### src/rtl/sobel_frame_ctrl.sv
// Sobel frame sequencer: streams one frame from input memory into the
// RGB FIFO and drains the Sobel FIFO into output memory, with a watchdog.
module sobel_frame_ctrl #(
  parameter int IMG_WIDTH    = 720,
  parameter int IMG_HEIGHT   = 540,
  parameter int RGB_DWIDTH   = 24,
  parameter int SOBEL_DWIDTH = 8,
  parameter int ADDR_WIDTH   = 20,
  parameter int TIMEOUT      = 8192
) (
  input  logic                    clock,
  input  logic                    reset,
  input  logic                    start,
  output logic                    busy,
  output logic                    done,
  output logic                    error,
  output logic [15:0]             frame_count,
  output logic                    in_mem_rd_en,
  output logic [ADDR_WIDTH-1:0]   in_mem_addr,
  input  logic [RGB_DWIDTH-1:0]   in_mem_rdata,
  output logic                    fifo_rgb_wr_en,
  output logic [RGB_DWIDTH-1:0]   fifo_rgb_din,
  input  logic                    fifo_rgb_full,
  output logic                    fifo_sobel_rd_en,
  input  logic [SOBEL_DWIDTH-1:0] fifo_sobel_dout,
  input  logic                    fifo_sobel_empty,
  output logic                    out_mem_wr_en,
  output logic [ADDR_WIDTH-1:0]   out_mem_addr,
  output logic [SOBEL_DWIDTH-1:0] out_mem_wdata
);

  localparam int N   = IMG_WIDTH * IMG_HEIGHT;
  localparam int WDW = $clog2(TIMEOUT + 1);

  localparam logic [1:0] S_IDLE = 2'd0;
  localparam logic [1:0] S_RUN  = 2'd1;
  localparam logic [1:0] S_DONE = 2'd2;
  localparam logic [1:0] S_ERR  = 2'd3;

  localparam logic [ADDR_WIDTH:0]   C_N   = (ADDR_WIDTH+1)'(N);
  localparam logic [ADDR_WIDTH:0]   C_ONE = (ADDR_WIDTH+1)'(1);
  localparam logic [ADDR_WIDTH-1:0] A_ONE = ADDR_WIDTH'(1);
  localparam logic [WDW-1:0]        W_ONE = WDW'(1);
  localparam logic [WDW-1:0]        W_LIM = WDW'(TIMEOUT - 1);

  logic [1:0]              r_state;
  logic [ADDR_WIDTH:0]     r_rd_left;
  logic [ADDR_WIDTH:0]     r_wr_left;
  logic [ADDR_WIDTH-1:0]   r_rd_addr;
  logic [ADDR_WIDTH-1:0]   r_wr_addr;
  logic [WDW-1:0]          r_wd;
  logic                    r_pend;
  logic                    r_skid_v;
  logic [RGB_DWIDTH-1:0]   r_skid;
  logic                    r_out_wr_en;
  logic [ADDR_WIDTH-1:0]   r_out_addr;
  logic [SOBEL_DWIDTH-1:0] r_out_wdata;
  logic [15:0]             r_frame_count;

  logic w_run;
  logic w_go;
  logic w_rd_issue;
  logic w_sob_rd;
  logic w_last;
  logic w_wd_fire;

  assign w_run      = (r_state == S_RUN);
  assign w_go       = (r_state == S_IDLE) && start;
  assign w_rd_issue = w_run && (r_rd_left != '0) &&
                      !fifo_rgb_full && !r_skid_v;
  assign w_sob_rd   = w_run && !fifo_sobel_empty &&
                      (r_wr_left != '0);
  assign w_last     = w_run && (r_wr_left == '0);
  assign w_wd_fire  = w_run && !w_sob_rd && (r_wd == W_LIM);

  assign busy             = w_run;
  assign done             = (r_state == S_DONE);
  assign error            = (r_state == S_ERR);
  assign frame_count      = r_frame_count;
  assign in_mem_rd_en     = w_rd_issue;
  assign in_mem_addr      = r_rd_addr;
  assign fifo_rgb_wr_en   = w_run && (r_skid_v || r_pend) &&
                            !fifo_rgb_full;
  assign fifo_rgb_din     = r_skid_v ? r_skid :
                            (r_pend ? in_mem_rdata : '0);
  assign fifo_sobel_rd_en = w_sob_rd;
  assign out_mem_wr_en    = r_out_wr_en;
  assign out_mem_addr     = r_out_addr;
  assign out_mem_wdata    = r_out_wdata;

  // Frame state machine; completion wins over a coincident watchdog hit
  always_ff @(posedge clock or negedge reset) begin
    if (!reset) begin
      r_state <= S_IDLE;
    end else begin
      unique case (r_state)
        S_IDLE: if (start) r_state <= S_RUN;
        S_RUN: begin
          if (w_last)         r_state <= S_DONE;
          else if (w_wd_fire) r_state <= S_ERR;
        end
        S_DONE: r_state <= S_IDLE;
        S_ERR:  r_state <= S_ERR;
      endcase
    end
  end

  // Address and remaining-pixel counters for both sides
  always_ff @(posedge clock or negedge reset) begin
    if (!reset) begin
      r_rd_left <= '0;
      r_wr_left <= '0;
      r_rd_addr <= '0;
      r_wr_addr <= '0;
    end else if (w_go) begin
      r_rd_left <= C_N;
      r_wr_left <= C_N;
      r_rd_addr <= '0;
      r_wr_addr <= '0;
    end else begin
      if (w_rd_issue) begin
        r_rd_addr <= r_rd_addr + A_ONE;
        r_rd_left <= r_rd_left - C_ONE;
      end
      if (w_sob_rd) begin
        r_wr_addr <= r_wr_addr + A_ONE;
        r_wr_left <= r_wr_left - C_ONE;
      end
    end
  end

  // Watchdog: idle RUN cycles since the last Sobel FIFO read
  always_ff @(posedge clock or negedge reset) begin
    if (!reset) begin
      r_wd <= '0;
    end else if (w_go) begin
      r_wd <= '0;
    end else if (w_run) begin
      r_wd <= w_sob_rd ? '0 : r_wd + W_ONE;
    end
  end

  // Feed side: read-pending flag and one-word skid for a full FIFO
  always_ff @(posedge clock or negedge reset) begin
    if (!reset) begin
      r_pend   <= 1'b0;
      r_skid_v <= 1'b0;
      r_skid   <= '0;
    end else if (!w_run) begin
      r_pend   <= 1'b0;
      r_skid_v <= 1'b0;
    end else begin
      r_pend <= w_rd_issue;
      if (r_skid_v) begin
        if (!fifo_rgb_full) r_skid_v <= 1'b0;
      end else if (r_pend && fifo_rgb_full) begin
        r_skid   <= in_mem_rdata;
        r_skid_v <= 1'b1;
      end
    end
  end

  // Drain side: register the output memory write one cycle after the read
  always_ff @(posedge clock or negedge reset) begin
    if (!reset) begin
      r_out_wr_en <= 1'b0;
      r_out_addr  <= '0;
      r_out_wdata <= '0;
    end else begin
      r_out_wr_en <= w_sob_rd;
      if (w_sob_rd) begin
        r_out_addr  <= r_wr_addr;
        r_out_wdata <= fifo_sobel_dout;
      end
    end
  end

  // Completed-frame counter, wraps at 16 bits
  always_ff @(posedge clock or negedge reset) begin
    if (!reset) begin
      r_frame_count <= '0;
    end else if (w_last) begin
      r_frame_count <= r_frame_count + 16'd1;
    end
  end

endmodule

### config.mk
export PLATFORM = sky130hd
export DESIGN_NAME = sobel_frame_ctrl
export DESIGN_NICKNAME = d
export VERILOG_FILES = /design/src/rtl/sobel_frame_ctrl.sv
export SDC_FILE = /design/constraint.sdc
export NUM_CORES = 1
export LEC_CHECK = 0
export CAP_MARGIN = 10
export CORE_MARGIN = 2
export CORE_UTILIZATION = 45
export DETAILED_ROUTE_END_ITERATION = 6
export GPL_TIMING_DRIVEN = 0
export MAX_ROUTING_LAYER = met4
export PLACE_DENSITY = 0.72
export SYNTH_ARGS = -nofsm -noshare
export SYNTH_HDL_FRONTEND = slang
export SYNTH_SLANG_ARGS = --single-unit
### constraint.sdc
create_clock -name clock -period 2.8 [get_ports clock]
set_input_delay 0.7 -clock clock [delete_from_list [all_inputs] [get_ports clock]]
set_output_delay 0.7 -clock clock [all_outputs]
set_load 0.02 [all_outputs]
### Word-level counts from Yosys, hierarchy flattened

Cells that the tools add are included.

| operators by class | value |
|---|---|
| add/sub/neg operators | 6 |
| equality and inequality tests | 6 |
| mux-type cells | 22 |
| bitwise operators | 1 |
| reduce and logical (&&, ||, !) cells | 26 |

Operators by type and width:

| kind | count |
|---|---|
| 21-bit 2-to-1 mux | 4 |
| 20-bit 2-to-1 mux | 4 |
| 24-bit 2-to-1 mux | 2 |
| 14-bit 2-to-1 mux | 3 |
| 21-bit nonzero test | 2 |
| 21-bit by 1-bit subtractor with 21-bit output, second input constant | 2 |
| 20-bit by 1-bit adder with 20-bit output, second input constant | 2 |
| 21-bit logical NOT | 1 |
| 16-bit by 1-bit adder with 16-bit output, second input constant | 1 |
| 14-bit by 1-bit adder with 14-bit output, second input constant | 1 |
| 14-bit by 13-bit equality test with 1-bit output, second input constant | 1 |
| 1-bit logical AND | 12 |
| 2-bit case mux with 4 select lines | 1 |
| 2-bit 2-to-1 mux | 3 |
| 2-bit nonzero test | 3 |
| 1-bit 2-to-1 mux | 5 |
| 2-bit equality test, second input constant | 2 |
| 1-bit logical NOT | 4 |
| 3-bit by 1-bit inequality test with 1-bit output, second input constant | 1 |
| 3-bit AND reduction | 1 |
| 2-bit by 1-bit equality test with 1-bit output, second input constant | 1 |
| 2-bit logical NOT | 1 |
| 2-bit inequality test, second input constant | 1 |
| 2-bit AND reduction | 1 |
| 2 further kinds | 2 |

| storage, ports and cells | value |
|---|---|
| bits in registers | 169 |
| input port bits | 37 |
| output and inout bits | 95 |
| word-level logic and storage cells | 74 |

### Depth between registers and ports, before layout

Gate-level depths: netlist of the first run.

| logic depth | value |
|---|---|
| depth in word-level cells | 9 |
| depth in mapped cells | 9 |
| mapped depth without buffers | 8 |

### Least setup slack after synthesis of the first run

Ideal clock, no wire load.

| timing | value |
|---|---|
| path kind | register to output |
| start point | register r_wr_left[0] |
| end point | output fifo_sobel_rd_en |
| arrival | 2.173 ns |
| data required time | 2.100 ns |
| slack | -0.073 ns |
| stages on the path, launching flop included | 8 |
| buffers on the path | 1 |
| cells stage by stage | dfrtp_1 -> inv_1 -> ha_1 -> or4b_2 -> nor3_2 -> a211o_1 -> inv_1 -> clkbuf_1 |

| between the ends | value |
|---|---|
| cells in the longest elaborated chain, start to end | 2 |

RTL lines:

| item | RTL line | text |
|---|---|---|
| start, declared | 48 | `logic [ADDR_WIDTH:0] r_wr_left;` |
| start signal, assigned | 127 | `r_wr_left <= r_wr_left - C_ONE;` |
| 21-bit nonzero test | 72 | `(r_wr_left != '0);` |
| 1-bit logical AND | 71 | `assign w_sob_rd = w_run && !fifo_sobel_empty &&` |
| end, declared | 24 | `output logic fifo_sobel_rd_en,` |

No other way between the ends.

### Final worst setup path of the first run

| timing | value |
|---|---|
| start point | register r_rd_left[9] |
| end point | output in_mem_rd_en |

| between the ends | value |
|---|---|
| cells in the longest elaborated chain, start to end | 4 |

RTL lines:

| item | RTL line | text |
|---|---|---|
| start, declared | 47 | `logic [ADDR_WIDTH:0] r_rd_left;` |
| start signal, assigned | 123 | `r_rd_left <= r_rd_left - C_ONE;` |
| 21-bit nonzero test | 69 | `assign w_rd_issue = w_run && (r_rd_left != '0) &&` |
| 1-bit logical AND (2 in series) | 69 |  |
| 1-bit logical AND | 70 | `!fifo_rgb_full && !r_skid_v;` |
| end, declared | 18 | `output logic in_mem_rd_en,` |

No other way between the ends.

==> impl_metrics.json, run 1 <==
{
  "status": "complete, but fails checks",
  "violations": "setup timing",
  "yosysTopAreaCell": "dfrtp_1",
  "setup_ws_ns": -0.259,
  "grt_pass1_wl_um": 33400,
  "min_path_type": "input port to asynchronous set/reset pin",
  "hpwl_um": 13400,
  "drtPass1Iterations": 5,
  "power_density_mw_per_mm2": 672,
  "syn_to_final_growth_pct": 29.5,
  "period_share_pct": 109,
  "ys_seq_elements": 169,
  "switching_share_pct": 30.1,
  "postRouteAntennaNets": 0,
  "drv_cap": 0,
  "cp.arrival_ns": 2.36,
  "drtIter0Drc": 579,
  "r2r_slack_ns": 0.24,
  "critical_path_class": "flip-flop to primary output",
  "hold_viol": 0,
  "ctsRootBufferMaster": "clkbuf_16",
  "p_clk_share_pct": 34.8,
  "overflow": 0,
  "leakage_nw": 4.67,
  "antenna_found_initial": 0,
  "synth_edf_count": 0,
  "synthCells": 814,
  "vias": 6744,
  "tightest_slew_ns": 0.964,
  "power.internal_mw": 4.96,
  "io_buffers": 131,
  "rsz0062_at_grt": "yes",
  "crit_family": "simple AND/OR/NAND/NOR gates",
  "drt_wl_total_um": 19900,
  "die_height_um": 139,
  "post-route-util_pct": 59.2,
  "num-nets-final": 1028,
  "grt_max_degree": 114,
  "crit_buf_inv": 3,
  "synth_most_common_cell": "dfrtp_1",
  "peakVddDrop_mv": 0.526,
  "seqCellArea_mm2": 0.00423,
  "drive_gt1_share_pct": 15.3,
  "synth_area_mm2": 0.00815,
  "fin_worst_skew_ns": 0.0112,
  "cts_buffers": 17,
  "p_seq_share_pct": 45.0,
  "cp-start-kind": "flip-flop",
  "slowest_delay_ns": 0.58,
  "gp_congestion": 0.838,
  "grt_use_total_pct": 21.9,
  "cts.path.max_buffers": 2,
  "rows": 49,
  "cts_tree": "yes",
  "die_area_mm2": 0.0192,
  "drv_slew": 0,
  "cts.sinks": 169,
  "critPathMaxFanout": 2,
  "routedWlPerCell_um": 16.2,
  "end_kind": "primary output",
  "final.fill_count": 1548,
  "crit_chain": "or4_4, or4_4, o21ai_4, buf_6, inv_6, buf_6",
  "placedCellCount": 1175,
  "crit_slowest_cell": "or4_4",
  "switching_power_mw": 2.13,
  "stdcell_count": 1226,
  "r2r_end": "r_rd_left[9]",
  "die_w_um": 139,
  "p_comb_share_pct": 20.2,
  "io_pins": 132,
  "avgSynthCellArea_um2": 10.0,
  "synth_common_cells": "dfrtp_1, nand2_1, nor2_1, xnor2_1, nand3_1",
  "ys_seq_area_share_pct": 51.9,
  "setup_tns_ns": -0.465,
  "n_antenna_cell": 0,
  "multiInputGateArea_mm2": 0.00377,
  "start_util_pct": 45.7,
  "worstReg2RegStart": "r_rd_left[9]",
  "synthArstFlopShare_pct": 100,
  "postCtsHoldBufs": 0,
  "r2r_cells": 6,
  "synth_fp_nets": 858,
  "fin_crit_ns": 3.06,
  "synth_area_leaders": "dfrtp_1, nand2_1, xnor2_1, mux2_2, nor2_1",
  "coreArea_mm2": 0.0178,
  "route.detailed.drc": 0,
  "clkLatencyLatePin_ns": 0.43,
  "yosysUniqueCellTypes": 59,
  "max_freq_mhz": 327,
  "power_mw": 7.10,
  "htreeDepth": 4,
  "yosysWarningCount": 0,
  "synth_flop_cell": "dfrtp_1",
  "hold_ws_ns": 0.174,
  "startpoint": "r_rd_left[9]",
  "clk_transition_reported_paths_ns": 0.07,
  "setup_viol": 2,
  "via_per_inst": 5.50,
  "grt_pass1_vias": 6506,
  "synth_top_area_share_pct": 51.9,
  "max_slew_margin_pct": 35.2,
  "required_ns": 2.10
}
==> worst max path at each step <==
stage / slack, ns / cells past startpoint / endpoint
3_5_place_dp: -0.94 / 6 / in_mem_rd_en
3_3_place_gp: -6.01 / 1 / r_skid[19]
6_report: -0.26 / 6 / in_mem_rd_en
4_1_cts: -0.30 / 6 / in_mem_rd_en
5_1_grt: -0.31 / 6 / in_mem_rd_en
2_1_floorplan: 0.02 / 7 / fifo_sobel_rd_en
==> worst reg2reg max path, delay by kind of cell, from the launching register on <==
family                 cells  cell delay, ns
AO/OA/AOI/OAI              1            0.36
buffers and inverters      1            0.18
flip-flops                 1            0.37
AND/OR/NAND/NOR            4            1.50
==> timing repair <==
item	CTS	global route
endpoints found under the hold margin	0	0
pin swaps	7	7
setup buffers	15	9
resized for setup	60	47
setup endpoints to repair	44	32
==> logic make-up (layout without fill, tap and decap cells) <==
| logic type | count (synthesis) | in the layout | synth area share [%] |
|---|---|---|---|
| flops | 169 | 169 | 51.9 |
| buf+inv | 53 | 236 | 2.79 |
| simple gates | 377 | 377 | 23.3 |
| xor+xnor | 56 | 56 | 6.02 |
| mux | 38 | 38 | 5.05 |
| compound gates | 114 | 114 | 9.86 |
| fa+ha+maj | 7 | 7 | 1.07 |
==> state kept, by name, indices dropped and copies added (netlist names) <==
name	flops
r_rd_left	21
out_mem_wr_en	1
r_skid	24
r_state	2
in_mem_addr	20
out_mem_wdata	8
r_wr_addr	20
r_skid_v	1
frame_count	16
r_wr_left	21
r_wd	14
out_mem_addr	20
r_pend	1
==> final cells by class <==
cell class,instances,area share (%)
timing repair buffer,156,13.5
clock buffer,21,4.36
clock inverter,11,1.53
buffer,34,1.58
multi-input combinational,592,35.7
sequential,169,40.1
inverter,14,0.581
tap,229,2.71
==> cells in the final DEF (no fill, tap or decap), types with 12 or more instances in the layout <==
cell	synthesis	final
nand2_1	152	152
mux2_2	25	25
dfrtp_1	169	168
a22o_1	23	23
nor2_1	54	54
clkdlybuf4s50_1	0	103
or4_1	17	12
o21ai_0	18	18
xnor2_1	39	39
clkbuf_2	1	25
a211oi_1	14	14
and3_1	12	12
mux2i_1	13	13
clkbuf_1	26	18
a21oi_1	19	19
nand4_1	18	18
clkbuf_16	0	17
nand3_1	36	36
xor2_1	17	17
buf_4	2	26
nor3_1	21	21
==> through the flow <==
stage          setup slack (ns)  cell area, µm²
2_1_floorplan            0.0179            8160
3_3_place_gp              -6.01            9750
3_5_place_dp             -0.937            9790
4_1_cts                  -0.298           10600
5_1_grt                  -0.309           10600
6_report                 -0.259           10600
==> power groups by stage <==
stage | clock network [mW] | logic [mW] | registers [mW]
final | 2.47 | 1.44 | 3.19
after global routing | 2.62 | 1.58 | 3.24
after CTS | 2.53 | 1.41 | 3.18
after detailed placement | 0 | 1.36 | 3.22
after global placement | 0 | 1.32 | 3.21
after floorplan | 0 | 0.775 | 3.21
==> routing by layer <==
layer  global-route usage (%)  share of wire (%)  routed length (µm)
met1                     30.9                 48                9480
met2                     33.0                 47                9420
met3                     4.04                3.6                 725
met4                     5.69                1.2                 244
met5                        -                  0                   0
(Power assumes the default switching activity.)
==> inputs of run 2 (changes only) <==
SLEW_MARGIN = 10   (was default)
==> impl_metrics.json, run 2 (synthesis results as in run 1) <==
{
  "multiInputGateArea_mm2": 0.00376,
  "grt_use_total_pct": 22.0,
  "crit_chain": "or4_4, or4_4, o21ai_4, buf_6, inv_6, buf_6",
  "vias": 6749,
  "gp_congestion": 0.838,
  "min_path_type": "input port to asynchronous set/reset pin",
  "end_kind": "primary output",
  "cp-start-kind": "flip-flop",
  "drtPass1Iterations": 5,
  "drv_slew": 0,
  "power_density_mw_per_mm2": 672,
  "drtIter0Drc": 518,
  "top_regs": "r_skid (24), r_rd_left (21), r_wr_left (21)",
  "max_slew_margin_pct": 36.3,
  "clk_transition_reported_paths_ns": 0.07,
  "fin_crit_ns": 3.13,
  "io_buffers": 131,
  "drive_gt1_share_pct": 15.0,
  "setup_ws_ns": -0.327,
  "cts_tree": "yes",
  "drv_cap": 0,
  "setup_tns_ns": -0.524,
  "hold_viol": 0,
  "max_freq_mhz": 320,
  "grt_pass1_wl_um": 33400,
  "seqCellArea_mm2": 0.00423,
  "hpwl_um": 13500,
  "peakVddDrop_mv": 0.521,
  "overflow": 0,
  "ctsRootBufferMaster": "clkbuf_16",
  "layout_commonest_cell": "dfrtp_1",
  "routedWlPerCell_um": 16.4,
  "required_ns": 2.10,
  "violations": "setup timing",
  "cts.path.max_buffers": 2,
  "antenna_found_initial": 0,
  "slowest_delay_ns": 0.59,
  "route.detailed.drc": 0,
  "rows": 49,
  "dp_slack_ns": -0.977,
  "die_w_um": 139,
  "clkLatencyLatePin_ns": 0.43,
  "tightest_slew_ns": 0.948,
  "io_pins": 132,
  "cts.sinks": 169,
  "postRouteAntennaNets": 0,
  "n_antenna_cell": 0,
  "leakage_nw": 4.67,
  "final_cell_mix": "dfrtp_1, nand2_1, clkdlybuf4s50_1",
  "start_util_pct": 45.7,
  "largest_register_ffs": 24,
  "status": "complete, but fails checks",
  "num-nets-final": 1027,
  "die_area_mm2": 0.0192,
  "rsz0062_at_grt": "yes",
  "die_height_um": 139,
  "cts_buffers": 17,
  "htreeDepth": 4,
  "final.fill_count": 1543,
  "cp.arrival_ns": 2.43,
  "crit_slowest_cell": "or4_4",
  "critPathMaxFanout": 4,
  "syn_to_final_growth_pct": 29.4,
  "largest_register": "r_skid",
  "grt_pass1_vias": 6552,
  "critical_path_class": "flip-flop to primary output",
  "postCtsHoldBufs": 0,
  "via_per_inst": 5.51,
  "r2r_slack_ns": 0.25,
  "fin_worst_skew_ns": 0.00986,
  "coreArea_mm2": 0.0178,
  "setup_viol": 2,
  "period_share_pct": 112,
  "grt_max_degree": 103,
  "drt_wl_total_um": 20100
}
-- run 2: through the flow --
step | std cells | area [µm²] | utilization (%) | total power [mW] | hold WS, ns
2_1_floorplan | 814 | 8160 | - | 3.98 | 0.404
4_1_cts | 1216 | 10500 | 59.0 | 7.10 | 0.350
5_1_grt | 1225 | 10500 | 59.1 | 7.44 | 0.381
3_5_place_dp | 1175 | 9790 | 54.9 | 4.58 | 0.462
6_report | 1225 | 10500 | 59.1 | 7.09 | 0.322
3_3_place_gp | 1174 | 9750 | 54.7 | 4.53 | 0.458
-- run 2: power by group --
part           internal, mW  leakage [nW]  switching, mW
Clock                  1.46         0.298           1.00
Sequential             2.81          2.18          0.391
Combinational         0.682          2.19          0.748
Total                  4.95          4.67           2.14
-- run 2: path summary, 6_finish.rpt --
path                                  start               end  cells after the start
max in group asynchronous             reset           r_wd[4]                      2
setup reg to reg              r_rd_left[11]      r_rd_left[9]                      6
hold / removal                        reset   frame_count[12]                      1
min in group clock         out_mem_addr[12]  out_mem_addr[12]                      2
hold reg to reg            out_mem_addr[12]  out_mem_addr[12]                      2
setup / recovery              r_rd_left[16]      in_mem_rd_en                      6
-- run 2: final cells by class --
| cell class | instances | share of cell area, % |
|---|---|---|
| plain buffers | 35 | 1.65 |
| clock buffers | 20 | 4.33 |
| clock inverters | 12 | 1.54 |
| inverters | 14 | 0.581 |
| multi-input cells | 592 | 35.7 |
| flip-flops and latches | 169 | 40.1 |
| well taps | 229 | 2.72 |
| repair buffers | 154 | 13.4 |
-- run 2: routing by layer --
layer  vias to the layer above  GRT usage, %  part of all wire, %
met1                      3289          30.2                   47
met4                         0          6.98                  1.6
met5                         -             -                    0
met2                       182          33.3                   47
li1                       3251             -                    -
met3                        27          4.04                  4.1
-- run 2: critical path: cells and delay by family (launching register included) --
family	cells	cell delay, ns
buf+inv	3	0.28
simple gates	2	1.17
flops	1	0.41
compound gates	1	0.15
-- run 2: timing repair --
item,CTS,global route
gates cloned,0,0
buffers inserted,11,11
resized for setup,60,46
endpoints found under the setup margin,33,43
pin swaps,7,7
endpoints found under the hold margin,0,0
